`src/rtl/ysyx_23060061_ifu_pkg.sv`:
```
// ysyx_23060061_ifu_pkg
//  Shared definitions for the instruction fetch unit: FSM state encoding,
//  the nop instruction, the default reset PC and the next-state function.
//  No ports (package).
//  Optional feature macro used by the IFU: YSYX_23060061_IFU_MISALIGN_CHECK_EN
package ysyx_23060061_ifu_pkg;

  localparam logic [31:0] IFU_NOP          = 32'h0000_0013;
  localparam logic [31:0] IFU_DEFAULT_PC   = 32'h8000_0000;
  localparam int          IFU_STATE_W      = 3;

  typedef enum logic [IFU_STATE_W-1:0] {
    IFU_RST   = 3'd0,
    IFU_REQ   = 3'd1,
    IFU_WAIT  = 3'd2,
    IFU_HOLD  = 3'd3,
    IFU_EXEC  = 3'd4,
    IFU_FAULT = 3'd5
  } ifu_state_e;

  // Keyed next-state selection on the current state. Any unknown key falls
  // back to RST so a corrupted state register recovers through a refetch.
  function automatic ifu_state_e ifuNextState(
    input ifu_state_e state,
    input logic       reqFire,
    input logic       rspValid,
    input logic       instFire,
    input logic       pcUpdValid,
    input logic       misaligned
  );
    ifu_state_e nextState;
    nextState = IFU_RST;
    case (state)
      IFU_RST:   nextState = IFU_REQ;
      IFU_REQ:   nextState = reqFire  ? IFU_WAIT : IFU_REQ;
      IFU_WAIT:  nextState = rspValid ? IFU_HOLD : IFU_WAIT;
      IFU_HOLD:  nextState = instFire ? IFU_EXEC : IFU_HOLD;
      IFU_EXEC:  nextState = pcUpdValid ? (misaligned ? IFU_FAULT : IFU_REQ) : IFU_EXEC;
      IFU_FAULT: nextState = IFU_FAULT;
      default:   nextState = IFU_RST;
    endcase
    return nextState;
  endfunction

endpackage

```
`src/rtl/ysyx_23060061_ifu_reg.sv`:
```
// ysyx_23060061_ifu_reg
//  Generic enable-gated register with asynchronous active-low reset.
//  Ports:
//    clk     in  1      rising-edge clock
//    rst_n   in  1      asynchronous active-low reset (loads RESET_VAL)
//    i_wen   in  1      write enable
//    i_din   in  WIDTH  next value
//    o_dout  out WIDTH  registered value
module ysyx_23060061_ifu_reg #(
  parameter int               WIDTH     = 32,
  parameter logic [WIDTH-1:0] RESET_VAL = '0
) (
  input  logic             clk,
  input  logic             rst_n,
  input  logic             i_wen,
  input  logic [WIDTH-1:0] i_din,
  output logic [WIDTH-1:0] o_dout
);

  always_ff @(posedge clk or negedge rst_n) begin
    if (!rst_n) begin
      o_dout <= RESET_VAL;
    end else if (i_wen) begin
      o_dout <= i_din;
    end
  end

endmodule

```
`src/rtl/ysyx_23060061_ifu.sv`:
```
// ysyx_23060061_ifu
//  Non-speculative instruction fetch unit with a single outstanding fetch.
//  Owns the PC, requests one 32-bit instruction from imem, holds it for the
//  decoder/EXU behind a valid/ready handshake, then waits for the EXU to
//  return the next PC before fetching again. Only XLEN=32 is supported.
//  Config macro: YSYX_23060061_IFU_MISALIGN_CHECK_EN
//    defined   - a misaligned next PC enters a sticky FAULT state (fault=1)
//    undefined - the next PC is silently aligned down; fault tied to 0
//  Ports:
//    clk, rst_n                      clock, async active-low reset
//    imem_req_valid/ready/addr       fetch request channel (addr = pc)
//    imem_rsp_valid/data             fetch response (no backpressure)
//    inst_valid/ready, inst, inst_pc held instruction to the decoder
//    pc_upd_valid, pc_upd            next PC from the EXU (1-cycle pulse)
//    fault                           misaligned-fetch fault
module ysyx_23060061_ifu
  import ysyx_23060061_ifu_pkg::*;
#(
  parameter int              XLEN     = 32,
  parameter logic [XLEN-1:0] RESET_PC = IFU_DEFAULT_PC
) (
  input  logic            clk,
  input  logic            rst_n,
  output logic            imem_req_valid,
  input  logic            imem_req_ready,
  output logic [XLEN-1:0] imem_req_addr,
  input  logic            imem_rsp_valid,
  input  logic [31:0]     imem_rsp_data,
  output logic            inst_valid,
  input  logic            inst_ready,
  output logic [31:0]     inst,
  output logic [XLEN-1:0] inst_pc,
  input  logic            pc_upd_valid,
  input  logic [XLEN-1:0] pc_upd,
  output logic            fault
);

  logic [IFU_STATE_W-1:0] w_stateQ;
  ifu_state_e             w_state;
  ifu_state_e             w_stateNext;
  logic [XLEN-1:0]        w_pc;
  logic [XLEN-1:0]        w_pcNext;
  logic                   w_pcWen;
  logic                   w_instWen;
  logic                   w_reqFire;
  logic                   w_instFire;
  logic                   w_misaligned;

  assign w_state    = ifu_state_e'(w_stateQ);
  assign w_reqFire  = (w_state == IFU_REQ)  && imem_req_ready;
  assign w_instFire = (w_state == IFU_HOLD) && inst_ready;
  // Responses are only captured in WAIT, which also drops a stale response
  // that lands right after reset.
  assign w_instWen  = (w_state == IFU_WAIT) && imem_rsp_valid;

`ifdef YSYX_23060061_IFU_MISALIGN_CHECK_EN
  assign w_misaligned = |pc_upd[1:0];
  assign w_pcNext     = pc_upd;
  assign w_pcWen      = (w_state == IFU_EXEC) && pc_upd_valid && !w_misaligned;
  assign fault        = (w_state == IFU_FAULT);
`else
  logic w_unusedPcLow;
  assign w_unusedPcLow = ^pc_upd[1:0];
  assign w_misaligned  = 1'b0;
  // Low bits are dropped so a misaligned target fetches its containing word.
  assign w_pcNext      = {pc_upd[XLEN-1:2], 2'b00};
  assign w_pcWen       = (w_state == IFU_EXEC) && pc_upd_valid;
  assign fault         = 1'b0;
`endif

  assign w_stateNext = ifuNextState(w_state, w_reqFire, imem_rsp_valid,
                                    w_instFire, pc_upd_valid, w_misaligned);

  ysyx_23060061_ifu_reg #(.WIDTH(IFU_STATE_W), .RESET_VAL(IFU_RST)) u_stateReg (
    .clk(clk), .rst_n(rst_n), .i_wen(1'b1), .i_din(w_stateNext), .o_dout(w_stateQ)
  );

  ysyx_23060061_ifu_reg #(.WIDTH(XLEN), .RESET_VAL(RESET_PC)) u_pcReg (
    .clk(clk), .rst_n(rst_n), .i_wen(w_pcWen), .i_din(w_pcNext), .o_dout(w_pc)
  );

  ysyx_23060061_ifu_reg #(.WIDTH(32), .RESET_VAL(IFU_NOP)) u_instReg (
    .clk(clk), .rst_n(rst_n), .i_wen(w_instWen), .i_din(imem_rsp_data), .o_dout(inst)
  );

  ysyx_23060061_ifu_reg #(.WIDTH(XLEN), .RESET_VAL(RESET_PC)) u_instPcReg (
    .clk(clk), .rst_n(rst_n), .i_wen(w_instWen), .i_din(w_pc), .o_dout(inst_pc)
  );

  // Valids decode straight from the state register, so reset clears them
  // asynchronously and they never glitch on input changes.
  assign imem_req_valid = (w_state == IFU_REQ);
  assign imem_req_addr  = w_pc;
  assign inst_valid     = (w_state == IFU_HOLD);

`ifndef SYNTHESIS
  // A next-PC pulse outside EXEC is dropped by the FSM; flag it in simulation.
  assert property (@(posedge clk) disable iff (!rst_n)
                   pc_upd_valid |-> (w_state == IFU_EXEC))
    else $warning("pc_upd_valid ignored outside EXEC");
`endif

endmodule
```
`config.mk`:
```
export PLATFORM = sky130hd
export DESIGN_NAME = ysyx_23060061_ifu
export DESIGN_NICKNAME = d
export VERILOG_FILES = /design/src/rtl/ysyx_23060061_ifu_pkg.sv /design/src/rtl/ysyx_23060061_ifu_reg.sv /design/src/rtl/ysyx_23060061_ifu.sv
export SDC_FILE = /design/constraint.sdc
export NUM_CORES = 1
export LEC_CHECK = 0
export BUFFER_PORTS_ARGS = -buffer_cell sky130_fd_sc_hd__clkbuf_2
export CAP_MARGIN = 30
export CELL_PAD_IN_SITES_DETAIL_PLACEMENT = 1
export CELL_PAD_IN_SITES_GLOBAL_PLACEMENT = 2
export CORE_AREA = 3 3 118 120
export DETAILED_ROUTE_END_ITERATION = 12
export DIE_AREA = 0 0 121 123
export PLACE_DENSITY = 0.88
export SLEW_MARGIN = 20
export SYNTH_ARGS = -nofsm -noshare
export SYNTH_HDL_FRONTEND = slang
export SYNTH_HIERARCHICAL = 1
export SYNTH_SLANG_ARGS = --single-unit
```
`constraint.sdc`:
```
create_clock -name clk -period 1.85 [get_ports clk]
set_clock_uncertainty 0.15 [all_clocks]
set_input_delay 0.0925 -clock clk [delete_from_list [all_inputs] [get_ports clk]]
set_output_delay 0.0925 -clock clk [all_outputs]
set_load 0.03 [all_outputs]
```
---- Word-level counts from Yosys, hierarchy flattened ----
Index checks and enable logic that the tools add are counted.
operators by class
  equality and inequality tests ........... 5
  divide/modulo/power cells ............... 0
  reductions and logical operators ........ 5
  shift operators ......................... 0
  bitwise gates (word level) .............. 0
  multiplexer cells ....................... 5
  multiply operators ...................... 0
  add/subtract/negate cells ............... 0
  order comparisons ....................... 0
operators with widths
  kind                number
  $pmux 3 s6          1
  $eq 3x2->1 const B  2
  $eq 3x3->1 const B  2
  $mux 3              2
  $logic_and 1x1->1   4
  $eq 3x1->1 const B  1
  $logic_not 3->1     1
  $mux 2              1
  $mux 1              1
word-level totals
  memories ................................ 0
  logic and storage cells ................. 19
  bits in registers ....................... 95
  latch bits .............................. 0
  RAM bits ................................ 0
  bits in read-only memories .............. 0
  output and inout port bits .............. 99

---- Depth between registers and ports, before layout ----
  word-level depth ........................ 4
  mapped depth ............................ 4
  depth with buffers taken out ............ 4

---- Hierarchy ----
The synthesis kept the hierarchy.
by module, submodules not included
  module                                    seq. area each (um^2)  area an instance (um^2)  instances  cells an instance
  ysyx_23060061_ifu_reg at u_instPcReg ...  802.0                  1346.3                   2          68
  ysyx_23060061_ifu_reg at u_instReg        804.5                  1348.8                   1          68
  ysyx_23060061_ifu                         0.0                    131.4                    1          18
  ysyx_23060061_ifu_reg at u_stateReg       75.1                   108.9                    1          6

---- Least setup slack after synthesis ----
Ideal clock, no wire load.
  kind .................................... register to register
  start point ............................. register u_stateReg.o_dout[0]
  end point ............................... register, netlist name u_instPcReg/o_dout[0]
  library setup time ...................... 0.125 ns
  data required time ...................... 1.575 ns
  arrival time ............................ 1.353 ns
  path buffers ............................ 2
  slack ................................... 0.222 ns
  cell stages (with the launch flop) ...... 5
  path through ............................ dfrtp_1 and4bb_2 buf_6 buf_12 mux2_4
RTL lines
  what                    line                         source
  from (decl)             ysyx_23060061_ifu_reg.sv:17  output logic [WIDTH-1:0] o_dout
  from (signal assigned)  ysyx_23060061_ifu_reg.sv:24  o_dout <= i_din;

---- Worst setup path after layout ----
  start point ............................. register u_stateReg.o_dout[1]
  end point ............................... register u_instReg.o_dout[29]
on the way
  word-level cells in the longest chain between the ends .. 2
ends and longest elaborated chain
  what                  line                         source
  $eq 3x2->1            ysyx_23060061_ifu.sv:54      assign w_instWen = (w_state == IFU_WAIT) && imem_rsp_valid;
  $logic_and 1x1->1     ysyx_23060061_ifu.sv:54
  named net w_instWen   ysyx_23060061_ifu.sv:44      logic w_instWen;
  to (signal assigned)  ysyx_23060061_ifu_reg.sv:24
  to (decl)             ysyx_23060061_ifu_reg.sv:17
The timed path passes the listed nets, and every way through them passes these cells.
A chain may end at the register's enable or synchronous reset.

==> results.tsv <==
stage	metric	value	unit
global_routing	gr usage total	15.0	%
yosys	count of yosys warnings during synthesis	6	
clocking	maximum buffer depth of the clock tree	2	
route	count of TritonRoute iterations in the first routing pass	4	
yosys	share of flip-flops with an asynchronous set or reset after synthesis	100	%
setup_path	delay of the slowest critical-path stage	470	ps
clocking	clock tree root driver cell	sky130_fd_sc_hd__clkbuf_16	
global_routing	met3 Usage GRT	3.29	%
floorplan	area of the core	13100	um^2
route	number of design rule violations left after detail routing	0	
clocking	depth of the CTS H-tree	3	
yosys	sequential-to-total area share from yosys stat	58.0	%
route	routed wire length per instance	17.0	um
yosys	Cells after Synth	228	
route	via total after detailed routing	2841	
layout	area growth from synthesis to final layout	45.5	%
layout	filler instances	1354	
pwr	leakage component of the power	3.15	nW
flow_run	max cap viols	0	
floorplan	ports placed on the boundary	169	
global_routing	Most Used Layer, Global Route	met2	
setup_path	Crit. End Element	flip-flop	
global_routing	number of global-route vias before repair	3232	
timing	pins over their slew limit	0	
setup_path	WS Path Type	reg2reg	
setup_path	Critical Path Sink	u_instReg/o_dout[29]	
setup_path	critical path required time	1920	ps
floorplan	effective utilization at floorplan	32.7	%
layout	fin area	6230	um^2
setup_path	count of cell instances traversed by the critical path	3	
timing	number of hold-slack violations in the final timing report	0	
setup_path	capture point of the worst reg-to-reg path	u_instReg/o_dout[29]	
pwr	power consumption	0.0119	W
yosys	leading cell types by total area after synthesis	sky130_fd_sc_hd__dfrtp_1 55%, sky130_fd_sc_hd__mux2_4 32%, sky130_fd_sc_hd__buf_12 4.2%	
setup_path	highest net fanout along the worst path	23	
clocking	clock latency reported for the late side of the worst-skew pair	340	ps
floorplan	die outline width	121	um
placement	total half-perimeter wirelength after legalization and detailed placement	6.89	mm
route	initial drt markers	130	
setup_path	Top Family by Delay on Critical Path	flip-flops	
floorplan	Placement Rows	42	
setup_path	sequence of cells on the critical path	and4bb_4 -> buf_12 -> mux2_2	
timing	Worst Hold Margin	50.7	ps
setup_path	setup slack on the worst flop-to-flop path	130	ps
placement	Final GP Congestion	0.751	
yosys	area of the mapped netlist	4280	um^2
route	antenna-violating nets left	0	
route	routed via count divided by cell count	4.36	
layout	ratio of cells with drive above 1 in the final layout	63.2	%
timing	final worst path period need	1720	ps
setup_path	beginning of the worst register-to-register path	u_stateReg/o_dout[1]	
setup_path	cell count of the worst reg-to-reg path	3	
min_path	Hold Path Class	in2reg	
setup_path	buffers plus inverters on the worst setup path	1	
global_routing	pin count of the biggest net entering global routing	100	
global_routing	global routing usage on met2	27.4	%
global_routing	wire length of the first global-routing pass	17.3	mm
yosys	Synth area leader	sky130_fd_sc_hd__dfrtp_1	
yosys	mean area per synthesized cell	18.8	um^2
min_path	startpoint of the lowest-slack hold path	imem_req_ready	
setup_path	Arr. time, crit path	1780	ps
timing	Setup violations, final	0	
placement	placed instance area	5260	um^2
yosys	cell types with the highest counts after synthesis	94 x sky130_fd_sc_hd__dfrtp_1, 90 x sky130_fd_sc_hd__mux2_4, 9 x sky130_fd_sc_hd__buf_12, 9 x sky130_fd_sc_hd__mux2_2, 5 x sky130_fd_sc_hd__dfstp_2	
global_routing	total congestion overflow after global routing	0	
floorplan	Die Area	14900	um^2
global_routing	global routing usage on met1	17.0	%
layout	ant diodes	0	
yosys	area fraction of the dominant cell type after synthesis	54.9	%
yosys	EDFF count, synth	0	
timing	fin crit share	92.8	%
placement	number of input and output port buffers inserted	165	
pwr	IR Drop Worst-Case VDD	0.686	mV
clocking	TritonCTS clock tree	done	
clocking	cells resized by post-CTS repair	0	
yosys	Cell variety after synth	22	
clocking	number of buffers added for setup after CTS	0	
pwr	total power divided by cell area	1910	nW/um^2
clocking	cts bufs inserted	9	
layout	total number of nets in the final design	540	
global_routing	initial antenna violation count	0	
yosys	Synth Register Bits	99	
setup_path	launching element of the worst setup path	u_stateReg/o_dout[1]	
timing	unrepaired setup endpoints after global routing	false	
floorplan	Die H	123	um
run_status	outcome	complete, no violations	
yosys	most frequent cell after synthesis	sky130_fd_sc_hd__dfrtp_1	
clocking	TritonCTS sink count	99	
route	total wire length	11.1	mm
clocking	clock slew seen by the registers of the worst setup and hold paths	60	ps
timing	Setup TNS	0	ps
setup_path	startpoint kind of the worst setup timing path	flip-flop	
timing	slew margin rel.	64.6	%
timing	Slew @ Worst Pin	532	ps
yosys	primary flip-flop cell chosen by synthesis mapping	sky130_fd_sc_hd__dfrtp_1	
timing	fmax	583	MHz
setup_path	library cell contributing the largest single delay on the critical path	sky130_fd_sc_hd__dfrtp_1	
## logic make-up after synthesis
group,share of synthesized area [%]
mux,34.2
flops,58.0
buf+inv,5.35
simple gates,1.31
compound gates,0.994
other cells,0.175
## how the worst min path moves through the flow
stage                        endpoint  slack, ps  depth (start not counted)
6_report         u_stateReg/o_dout[1]         50                          4
5_1_grt          u_stateReg/o_dout[1]         60                          4
4_1_cts          u_stateReg/o_dout[1]         30                          4
3_5_place_dp   u_instPcReg/o_dout[16]         60                          2
3_3_place_gp       u_pcReg/o_dout[16]         40                          2
2_1_floorplan   u_instPcReg/o_dout[0]       -350                          0
## per-stage QoR
stage / std cells / util (%) / setup slack [ps]
after global placement: 571 / 40.2 / 150
after CTS: 651 / 47.6 / 115
final: 651 / 47.6 / 134
after detailed placement: 571 / 40.2 / 132
after global routing: 651 / 47.6 / 53.9
after floorplan: 232 / - / 222
## placed cells by master (no fill, tap or decap), types with 2 or more instances in the layout
cell	synthesis	layout
sky130_fd_sc_hd__mux2_4	90	90
sky130_fd_sc_hd__clkbuf_8	0	2
sky130_fd_sc_hd__clkbuf_2	0	164
sky130_fd_sc_hd__dlygate4sd3_1	0	64
sky130_fd_sc_hd__buf_4	1	8
sky130_fd_sc_hd__inv_1	2	2
sky130_fd_sc_hd__mux2_2	9	9
sky130_fd_sc_hd__bufinv_16	0	2
sky130_fd_sc_hd__buf_12	9	4
sky130_fd_sc_hd__dfstp_2	5	5
sky130_fd_sc_hd__clkbuf_16	0	9
sky130_fd_sc_hd__conb_1	2	6
sky130_fd_sc_hd__dfrtp_1	94	94
## where the power goes
part	total [W]	internal [W]	switching (W)	leakage [nW]
clock network	0.00204	0.00126	0.000781	0.159
registers	0.00401	0.00327	0.000743	1.23
logic	0.00582	0.00250	0.00333	1.76
total	0.0119	0.00703	0.00485	3.15
## sequential cells by signal, summed over array words and instances (netlist names)
| register | cells |
|---|---|
| u_instPcReg/o_dout | 32 |
| u_pcReg/o_dout | 32 |
| u_instReg/o_dout | 32 |
| u_stateReg/o_dout | 3 |
## worst reg2reg max path, delay by kind of cell, from the launching register on
kind | cells | cell delay, ps
buffers and inverters | 1 | 230
multiplexers | 1 | 370
AND/OR/NAND/NOR | 1 | 390
flip-flops | 1 | 470
## layer usage
metal  wire (um)  share of wire, %  vias up
li1            -                 -     1277
met1        4310                39     1449
met2        5950                54       96
met3         563               5.1       19
met4         269               2.4        0
met5           0                 0        -
## what timing repair did
action	in CTS	in global routing
endpoints found under the hold margin	157	0
setup endpoints to repair	0	0
hold buffers	64	0
## layout make-up
class | instances | area [um^2] | share of cell area, %
Inverter | 2 | 7.51 | 0.121
Clock inverter | 4 | 72.6 | 1.16
Multi-Input combinational cell | 118 | 1590 | 25.5
Clock buffer | 12 | 256 | 4.12
Timing Repair Buffer | 240 | 1600 | 25.7
Sequential cell | 99 | 2480 | 39.9
Tap cell | 176 | 220 | 3.53
Note: power is estimated with default switching activity, not from simulation.
